File: config.mk
export PLATFORM = sky130hd
export DESIGN_NAME = button_debouncer
export DESIGN_NICKNAME = d
export VERILOG_FILES = /design/src/rtl/button_debouncer.sv
export SDC_FILE = /design/constraint.sdc
export NUM_CORES = 1
export LEC_CHECK = 0
export CAP_MARGIN = 20
export CORE_ASPECT_RATIO = 1.4
export CORE_UTILIZATION = 45
export DETAILED_ROUTE_END_ITERATION = 16
export PLACE_DENSITY = 0.64
export SKIP_CTS_REPAIR_TIMING = 1
export SLEW_MARGIN = 20
export SYNTH_ARGS = -nofsm -noshare
export SYNTH_HDL_FRONTEND = slang
export SYNTH_SLANG_ARGS = --single-unit
File: constraint.sdc
create_clock -name I_CLK -period 2.54 [get_ports I_CLK]
set_input_delay 0.508 -clock I_CLK [delete_from_list [all_inputs] [get_ports I_CLK]]
set_output_delay 0.508 -clock I_CLK [all_outputs]
set_load 0.005 [all_outputs]
File: src/rtl/button_debouncer.sv
// -----------------------------------------------------------------------------
// button_debouncer
//   Turns one raw, bouncing push-button into a clean debounced level and
//   single-cycle press / repeat / release strobes. It also keeps a modulo-
//   P_FIELDS index of the next operand-entry field, which advances on every
//   step (press or repeat) strobe.
//
// Ports
//   I_CLK            in   system clock, rising edge
//   I_NRESET         in   asynchronous active-low reset
//   I_BUTTON         in   raw asynchronous button
//   I_CLEAR          in   synchronous clear of O_FIELD (beats a step)
//   O_LEVEL          out  debounced pressed level
//   O_PRESS_PULSE    out  one-cycle strobe on an accepted press
//   O_REPEAT_PULSE   out  one-cycle strobe on each auto-repeat
//   O_RELEASE_PULSE  out  one-cycle strobe on an accepted release
//   O_STEP_PULSE     out  press | repeat strobe for the downstream FSM
//   O_FIELD          out  index of the next field, 0..P_FIELDS-1
// -----------------------------------------------------------------------------
module button_debouncer #(
  parameter bit          P_ACTIVE_LOW           = 1'b1,
  parameter int unsigned P_DEBOUNCE_CYCLES      = 500000,
  parameter bit          P_REPEAT_EN            = 1'b0,
  parameter int unsigned P_REPEAT_DELAY_CYCLES  = 25000000,
  parameter int unsigned P_REPEAT_PERIOD_CYCLES = 5000000,
  parameter int unsigned P_FIELDS               = 5
) (
  input  logic       I_CLK,
  input  logic       I_NRESET,
  input  logic       I_BUTTON,
  input  logic       I_CLEAR,
  output logic       O_LEVEL,
  output logic       O_PRESS_PULSE,
  output logic       O_REPEAT_PULSE,
  output logic       O_RELEASE_PULSE,
  output logic       O_STEP_PULSE,
  output logic [2:0] O_FIELD
);

  localparam int unsigned CNT_W    = $clog2(P_DEBOUNCE_CYCLES + 1);
  localparam int unsigned RPT_MAX  = (P_REPEAT_DELAY_CYCLES > P_REPEAT_PERIOD_CYCLES) ?
                                     P_REPEAT_DELAY_CYCLES : P_REPEAT_PERIOD_CYCLES;
  localparam int unsigned RCNT_W   = $clog2(RPT_MAX + 1);
  localparam int unsigned FIELD_W  = 3;

  // Raw pin level while the button is released.
  localparam logic                REL_RAW    = P_ACTIVE_LOW;
  localparam logic [CNT_W-1:0]    DEB_LAST   = CNT_W'(P_DEBOUNCE_CYCLES - 1);
  localparam logic [RCNT_W-1:0]   RPT_FIRST  = RCNT_W'(P_REPEAT_DELAY_CYCLES - 1);
  localparam logic [RCNT_W-1:0]   RPT_NEXT   = RCNT_W'(P_REPEAT_PERIOD_CYCLES - 1);
  localparam logic [FIELD_W-1:0]  FIELD_LAST = FIELD_W'(P_FIELDS - 1);

  localparam logic [1:0] ST_REL   = 2'd0;
  localparam logic [1:0] ST_PWAIT = 2'd1;
  localparam logic [1:0] ST_PRS   = 2'd2;
  localparam logic [1:0] ST_RWAIT = 2'd3;

  logic                sync1_q, sync2_q;
  logic                pressed_c;
  logic [1:0]          state_q, state_d;
  logic [CNT_W-1:0]    cnt_q, cnt_d;
  logic [RCNT_W-1:0]   rcnt_q, rcnt_d;
  logic                rflag_q, rflag_d;
  logic                level_q, level_d;
  logic                press_q, press_d;
  logic                repeat_q, repeat_d;
  logic                release_q, release_d;
  logic                step_q, step_d;
  logic [FIELD_W-1:0]  field_q, field_d;

  // Two-flop synchronizer, reset to the released level so reset exit never looks like a press.
  always_ff @(posedge I_CLK or negedge I_NRESET) begin
    if (!I_NRESET) begin
      sync1_q <= REL_RAW;
      sync2_q <= REL_RAW;
    end else begin
      sync1_q <= I_BUTTON;
      sync2_q <= sync1_q;
    end
  end

  assign pressed_c = P_ACTIVE_LOW ? ~sync2_q : sync2_q;

  // State and output registers.
  always_ff @(posedge I_CLK or negedge I_NRESET) begin
    if (!I_NRESET) begin
      state_q   <= ST_REL;
      cnt_q     <= '0;
      rcnt_q    <= '0;
      rflag_q   <= 1'b0;
      level_q   <= 1'b0;
      press_q   <= 1'b0;
      repeat_q  <= 1'b0;
      release_q <= 1'b0;
      step_q    <= 1'b0;
      field_q   <= '0;
    end else begin
      state_q   <= state_d;
      cnt_q     <= cnt_d;
      rcnt_q    <= rcnt_d;
      rflag_q   <= rflag_d;
      level_q   <= level_d;
      press_q   <= press_d;
      repeat_q  <= repeat_d;
      release_q <= release_d;
      step_q    <= step_d;
      field_q   <= field_d;
    end
  end

  // Debounce / auto-repeat next-state and strobe logic.
  always_comb begin
    state_d   = state_q;
    cnt_d     = cnt_q;
    rcnt_d    = rcnt_q;
    rflag_d   = rflag_q;
    press_d   = 1'b0;
    repeat_d  = 1'b0;
    release_d = 1'b0;

    case (state_q)
      ST_REL: begin
        if (pressed_c) begin
          state_d = ST_PWAIT;
          cnt_d   = '0;
        end
      end
      ST_PWAIT: begin
        if (!pressed_c) begin
          state_d = ST_REL;
        end else if (cnt_q == DEB_LAST) begin
          state_d = ST_PRS;
          press_d = 1'b1;
          rcnt_d  = '0;
          rflag_d = 1'b0;
        end else begin
          cnt_d = cnt_q + CNT_W'(1);
        end
      end
      ST_PRS: begin
        if (!pressed_c) begin
          state_d = ST_RWAIT;
          cnt_d   = '0;
        end else if (P_REPEAT_EN) begin
          // First repeat waits the long delay, later ones the short period.
          if (rcnt_q == (rflag_q ? RPT_NEXT : RPT_FIRST)) begin
            repeat_d = 1'b1;
            rcnt_d   = '0;
            rflag_d  = 1'b1;
          end else begin
            rcnt_d = rcnt_q + RCNT_W'(1);
          end
        end
      end
      ST_RWAIT: begin
        // rcnt is left untouched here so a release glitch does not restart repeat timing.
        if (pressed_c) begin
          state_d = ST_PRS;
        end else if (cnt_q == DEB_LAST) begin
          state_d   = ST_REL;
          release_d = 1'b1;
        end else begin
          cnt_d = cnt_q + CNT_W'(1);
        end
      end
      default: begin
        state_d = ST_REL;
      end
    endcase
  end

  // Registered level, step strobe and field index follow the next state.
  always_comb begin
    level_d = (state_d == ST_PRS) || (state_d == ST_RWAIT);
    step_d  = press_d | repeat_d;
    field_d = field_q;
    if (I_CLEAR) begin
      field_d = '0;
    end else if (step_d) begin
      field_d = (field_q == FIELD_LAST) ? '0 : field_q + FIELD_W'(1);
    end
  end

  assign O_LEVEL         = level_q;
  assign O_PRESS_PULSE   = press_q;
  assign O_REPEAT_PULSE  = repeat_q;
  assign O_RELEASE_PULSE = release_q;
  assign O_STEP_PULSE    = step_q;
  assign O_FIELD         = field_q;

endmodule

* After elaboration in Yosys (flattened, before gate mapping)
Index checks and enable logic that the tools add are counted.
** Storage, ports and cells
- Bits in registers :: 29
- Input port bits :: 4
- Word-level logic and storage cells :: 46
- Output and inout port bits :: 8
** Operators by class
- Reductions and logical operators :: 4
- Muxes and demuxes :: 21
- Add/sub/neg operators :: 2
- Equality and inequality tests :: 11
** Operators with widths (count)
- $mux 19 :: 5
- $pmux 19 s4 :: 1
- $add 19x1->19 const B :: 1
- $eq 19x19->1 const B :: 1
- $mux 2 :: 6
- $mux 3 :: 3
- $eq 2x2->1 const B :: 4
- $ne 2x2->1 const B :: 4
- $pmux 2 s4 :: 1
- $mux 1 :: 5
- $reduce_and 4->1 :: 1
- $add 3x1->3 const B :: 1
- $eq 3x3->1 const B :: 1
- $eq 2x1->1 const B :: 1
- $logic_not 2->1 :: 1
- $reduce_bool 2->1 :: 1
- $logic_or 1x1->1 :: 1

* Depth between registers and ports, before layout
- Depth in word-level cells :: 6
- Depth in mapped cells :: 6
- Mapped depth without buffers :: 5

* Worst setup path before layout
OpenSTA, ideal clock, no wires.
- Path type :: register -> register
- From :: register sync2_q
- To :: register cnt_q[17]
- Arrival :: 1955 ps
- Setup slack :: 507 ps
- Setup time :: 78 ps
- Data required time :: 2462 ps
- Clock period less this slack :: 2033 ps
- Cell stages (with the launch flop) :: 6
- Cell sequence :: dfstp_2 > xor2_2 > or4_1 > buf_2 > or4_1 > a21oi_1
** Between the ends
- Longest elaborated chain between the ends :: 2
- Elaborated cells between the ends (all ways) :: 5
- Those cells by class :: 4 x eq/ne; 1 x reduce/logical
** RTL lines
- from (decl) :: RTL line 58 : logic sync1_q, sync2_q;
- from (signal assigned) :: RTL line 78 : sync2_q <= sync1_q;
- $ne 2x2->1 (no source line)
- $reduce_and 4->1 (no source line) *
- to (signal assigned) :: RTL line 99 : cnt_q <= cnt_d;
- to (decl) :: RTL line 61 : logic [CNT_W-1:0] cnt_q, cnt_d;
Mark *: on every way between the ends. The rest lies on a longest branch, timed or not.
A chain may end at the register's enable or synchronous reset.

* Worst setup path after layout
- From :: register state_q[1]
- To :: register cnt_q[15]
** Between the ends
- Longest elaborated chain between the ends :: 3
- Elaborated cells between the ends (all ways) :: 10
- Those cells by class :: 7 x eq/ne; 1 x mux; 2 x reduce/logical
** RTL lines
- from (decl) :: RTL line 60 : logic [1:0] state_q, state_d;
- from (signal assigned) :: RTL line 98 : state_q <= state_d;
- $eq 2x1->1 (tied with other cells) :: RTL line 121 : case (state_q)
- $ne 2x2->1 (no source line)
- $reduce_and 4->1 (no source line)
Parallel ways exist; a longest one is shown, timed or not.

==> impl_metrics.ini <==
[clock_network]
clkSinkCount = 28
htree_num_levels = 1
clock_path_buffers = 2
path_clk_slew_ps = 90
cts_tree = done
cts_made_buffers = 3
clk_root_buffer_cell = sky130_fd_sc_hd__clkbuf_8
clkLatencyLatePin_ps = 270

[placed_design]
dpl_worst_slack_ps = 351
io_buffer_count = 10
place_hpwl_um = 2280
placement.cell_area_um2 = 1610
gpl.final_weighted_congestion = 0.766

[routing]
detail_route.wirelength_um = 3090
vias_per_cell = 5.74
first_pass_iters = 4
detail_route.drc_violations = 0
routed_wl_per_cell_um = 15.2
final_antenna_net_count = 0
detail_route.iter0.violations = 28
route.vias.total = 1170

[sta]
final-max-slew-violation-count = 0
max_freq_mhz = 451
finalCritPeriodShare_pct = 87.3
worst_slack_ps = 321
setup_total_negative_slack_ps = 0
tightestPinTransition_ps = 776
worst_clock_skew_ps = 5.32
rsz_0062_raised_after_global_routing = no
setup-violations-final = 0
finalWorstPathRequiredPeriod_ps = 2220
relSlewSlack_pct = 48.1
hold_violations = 0

[finish]
post-route-cell-area_um2 = 1670
mostFrequentLayoutCells = sky130_fd_sc_hd__dfrtp_1, sky130_fd_sc_hd__a21oi_1, sky130_fd_sc_hd__nand2_1
num-nets-final = 173
flow.area_growth_from_synthesis_pct = 12.6
finish.utilization_pct = 53.4
antennaDiodeCount = 0
layout_commonest_cell = sky130_fd_sc_hd__dfrtp_1
layout-drive-gt1-share_pct = 11.5

[critical_path]
critical_path.endpoint_type = flip-flop
worstPathArrival_ps = 2410
timing.critical_path.from_type = flip-flop
setup.worst_path.class = flip-flop to flip-flop
critPathRequiredTime_ps = 2730
cp_max_fo = 10

[logic_synthesis]
syn-num-nets = 163
netlist_top_cells_area = sky130_fd_sc_hd__dfrtp_1, sky130_fd_sc_hd__a21oi_1, sky130_fd_sc_hd__o21ai_0
synth_largest_type_area_fraction_pct = 44.0
post_synth_num_cell_types = 37
synth-seq-cells = 28
post_synth.cell_area_avg_um2 = 9.49
ys_warnings = 0
post_synthesis_cells = 156
yosysSeqAreaShare_pct = 47.5
top_cell_type_by_total_area_after_synthesis = sky130_fd_sc_hd__dfrtp_1
post_synth_instance_area_um2 = 1480

[global_routing]
first_global_vias = 1193
wire_length_of_the_first_global_routing_pass_um = 5200
grt_max_degree = 29
number_of_antenna_violations_at_the_first_check_in_global_routing = 0
global_route.usage.total_pct = 19.3
grt_remaining_overflow = 0

[floorplan]
ioPinCount = 12
core_um2 = 3120
die_area_um2 = 3530
die_width_um = 50.5
num_rows = 24
floorplan.initialDensity_pct = 47.4
die_h_um = 69.9

[power]
power.share.sequential_pct = 58.9
power_leakage_nw = 0.675
power.total_uw = 826
clock_power_share_pct = 33.4
max-vdd-ir-drop_mv = 0.348
cell_internal_pwr_uw = 629
powerDensity_nw_per_um2 = 496
comb_power_share_pct = 7.7
switching_share_pct = 23.8
switchingPower_uw = 197

[job]
drv.max_cap_violation_count = 0

[hold_path]
class_of_the_tightest_hold_or_removal_check = flip-flop to flip-flop

[outcome]
status = complete, no violations
## Yosys cell counts
library cell and count:
sky130_fd_sc_hd__mux2i_1 4, sky130_fd_sc_hd__mux2_2 2, sky130_fd_sc_hd__nor4_1 4, sky130_fd_sc_hd__nand2b_1 5, sky130_fd_sc_hd__nor4b_1 1, sky130_fd_sc_hd__dfstp_2 2, sky130_fd_sc_hd__or3_1 2, sky130_fd_sc_hd__buf_4 2
sky130_fd_sc_hd__a22o_2 1, sky130_fd_sc_hd__nor3_1 2, sky130_fd_sc_hd__and3_1 1, sky130_fd_sc_hd__xor2_2 1, sky130_fd_sc_hd__a21oi_1 14, sky130_fd_sc_hd__or3b_2 1, sky130_fd_sc_hd__nor2b_1 2, sky130_fd_sc_hd__o31ai_1 4
sky130_fd_sc_hd__o21ai_0 11, sky130_fd_sc_hd__nand3_1 6, sky130_fd_sc_hd__or2_2 1, sky130_fd_sc_hd__clkbuf_1 4, sky130_fd_sc_hd__nand4_1 6, sky130_fd_sc_hd__and2_1 1, sky130_fd_sc_hd__xnor2_1 5, sky130_fd_sc_hd__inv_1 6
sky130_fd_sc_hd__buf_2 2, sky130_fd_sc_hd__or4b_1 1, sky130_fd_sc_hd__or4_1 6, sky130_fd_sc_hd__o211ai_2 1, sky130_fd_sc_hd__and2_0 1, sky130_fd_sc_hd__a31oi_1 1, sky130_fd_sc_hd__nor2_1 10, sky130_fd_sc_hd__or3_2 3
sky130_fd_sc_hd__nand2_1 12, sky130_fd_sc_hd__o21ai_1 1, sky130_fd_sc_hd__dfrtp_1 26, sky130_fd_sc_hd__ha_1 3, sky130_fd_sc_hd__conb_1 1
## power by group through the flow
stage / Sequential [mW] / Combinational [mW] / Clock [mW]
after detailed placement: 0.495 / 0.0651 / 0
after global routing: 0.490 / 0.0731 / 0.299
after CTS: 0.486 / 0.0654 / 0.285
final: 0.486 / 0.0639 / 0.276
after global placement: 0.494 / 0.0603 / 0
after floorplan: 0.489 / 0.0386 / 0
## stage by stage
stage | hold slack, ps | std cells
floorplan | 212 | 156
global placement | 358 | 200
detailed placement | 351 | 200
CTS | 365 | 204
global route | 371 | 204
finish | 365 | 204
## final timing paths
| kind | start | endpoint | slack [ps] | cells after the start |
|---|---|---|---|---|
| max in group asynchronous | I_NRESET | sync1_q$_DFF_PN1_ | 1620 | 2 |
| hold reg to reg | sync1_q$_DFF_PN1_ | sync2_q$_DFF_PN1_ | 360 | 0 |
| min in group asynchronous | I_NRESET | cnt_q[8]$_DFFE_PN0P_ | 600 | 2 |
| hold / removal | sync1_q$_DFF_PN1_ | sync2_q$_DFF_PN1_ | 360 | 0 |
| setup / recovery | state_q[1]$_DFF_PN0_ | cnt_q[15]$_DFFE_PN0P_ | 320 | 4 |
| setup reg to reg | state_q[1]$_DFF_PN0_ | cnt_q[15]$_DFFE_PN0P_ | 320 | 4 |
## registers in the layout, summed over array words and instances (netlist names)
signal and flops:
sync2_q 1, O_STEP_PULSE 1, state_q 2, cnt_q 19
O_FIELD 3, O_RELEASE_PULSE 1, sync1_q 1
## metal layers
layer	vias to the layer above	wire, um	global-route usage (%)
li1	572	-	-
met1	565	1310	21.4
met2	29	1650	35.9
met3	4	74	2.83
met4	0	55	7.10
met5	-	0	0
## final cells by class
| class | instances | area, um^2 |
|---|---|---|
| Timing Repair Buffer | 13 | 123 |
| Multi-Input combinational cell | 114 | 714 |
| Clock buffer | 4 | 55.1 |
| Sequential cell | 28 | 703 |
| Inverter | 6 | 22.5 |
| Tap cell | 39 | 48.8 |
| Fill cell | 292 | 1460 |
## cell families after synthesis
logic type	share of synthesized area, %
muxes	4.23
adders and majority gates	2.54
buffers and inverters	4.23
other	0.253
xor gates and xnor gates	4.06
and+or+nand+nor	24.4
DFF	47.5
AOI/OAI and AO/OA	12.8
## worst max-delay path, stage by stage, from the launching register on
cell and delay, ps:
sky130_fd_sc_hd__dfrtp_1 490, sky130_fd_sc_hd__xor2_2 270, sky130_fd_sc_hd__or4_1 710, sky130_fd_sc_hd__or3_2 490
sky130_fd_sc_hd__a21oi_1 170
Power figures use the tool's default switching activity.
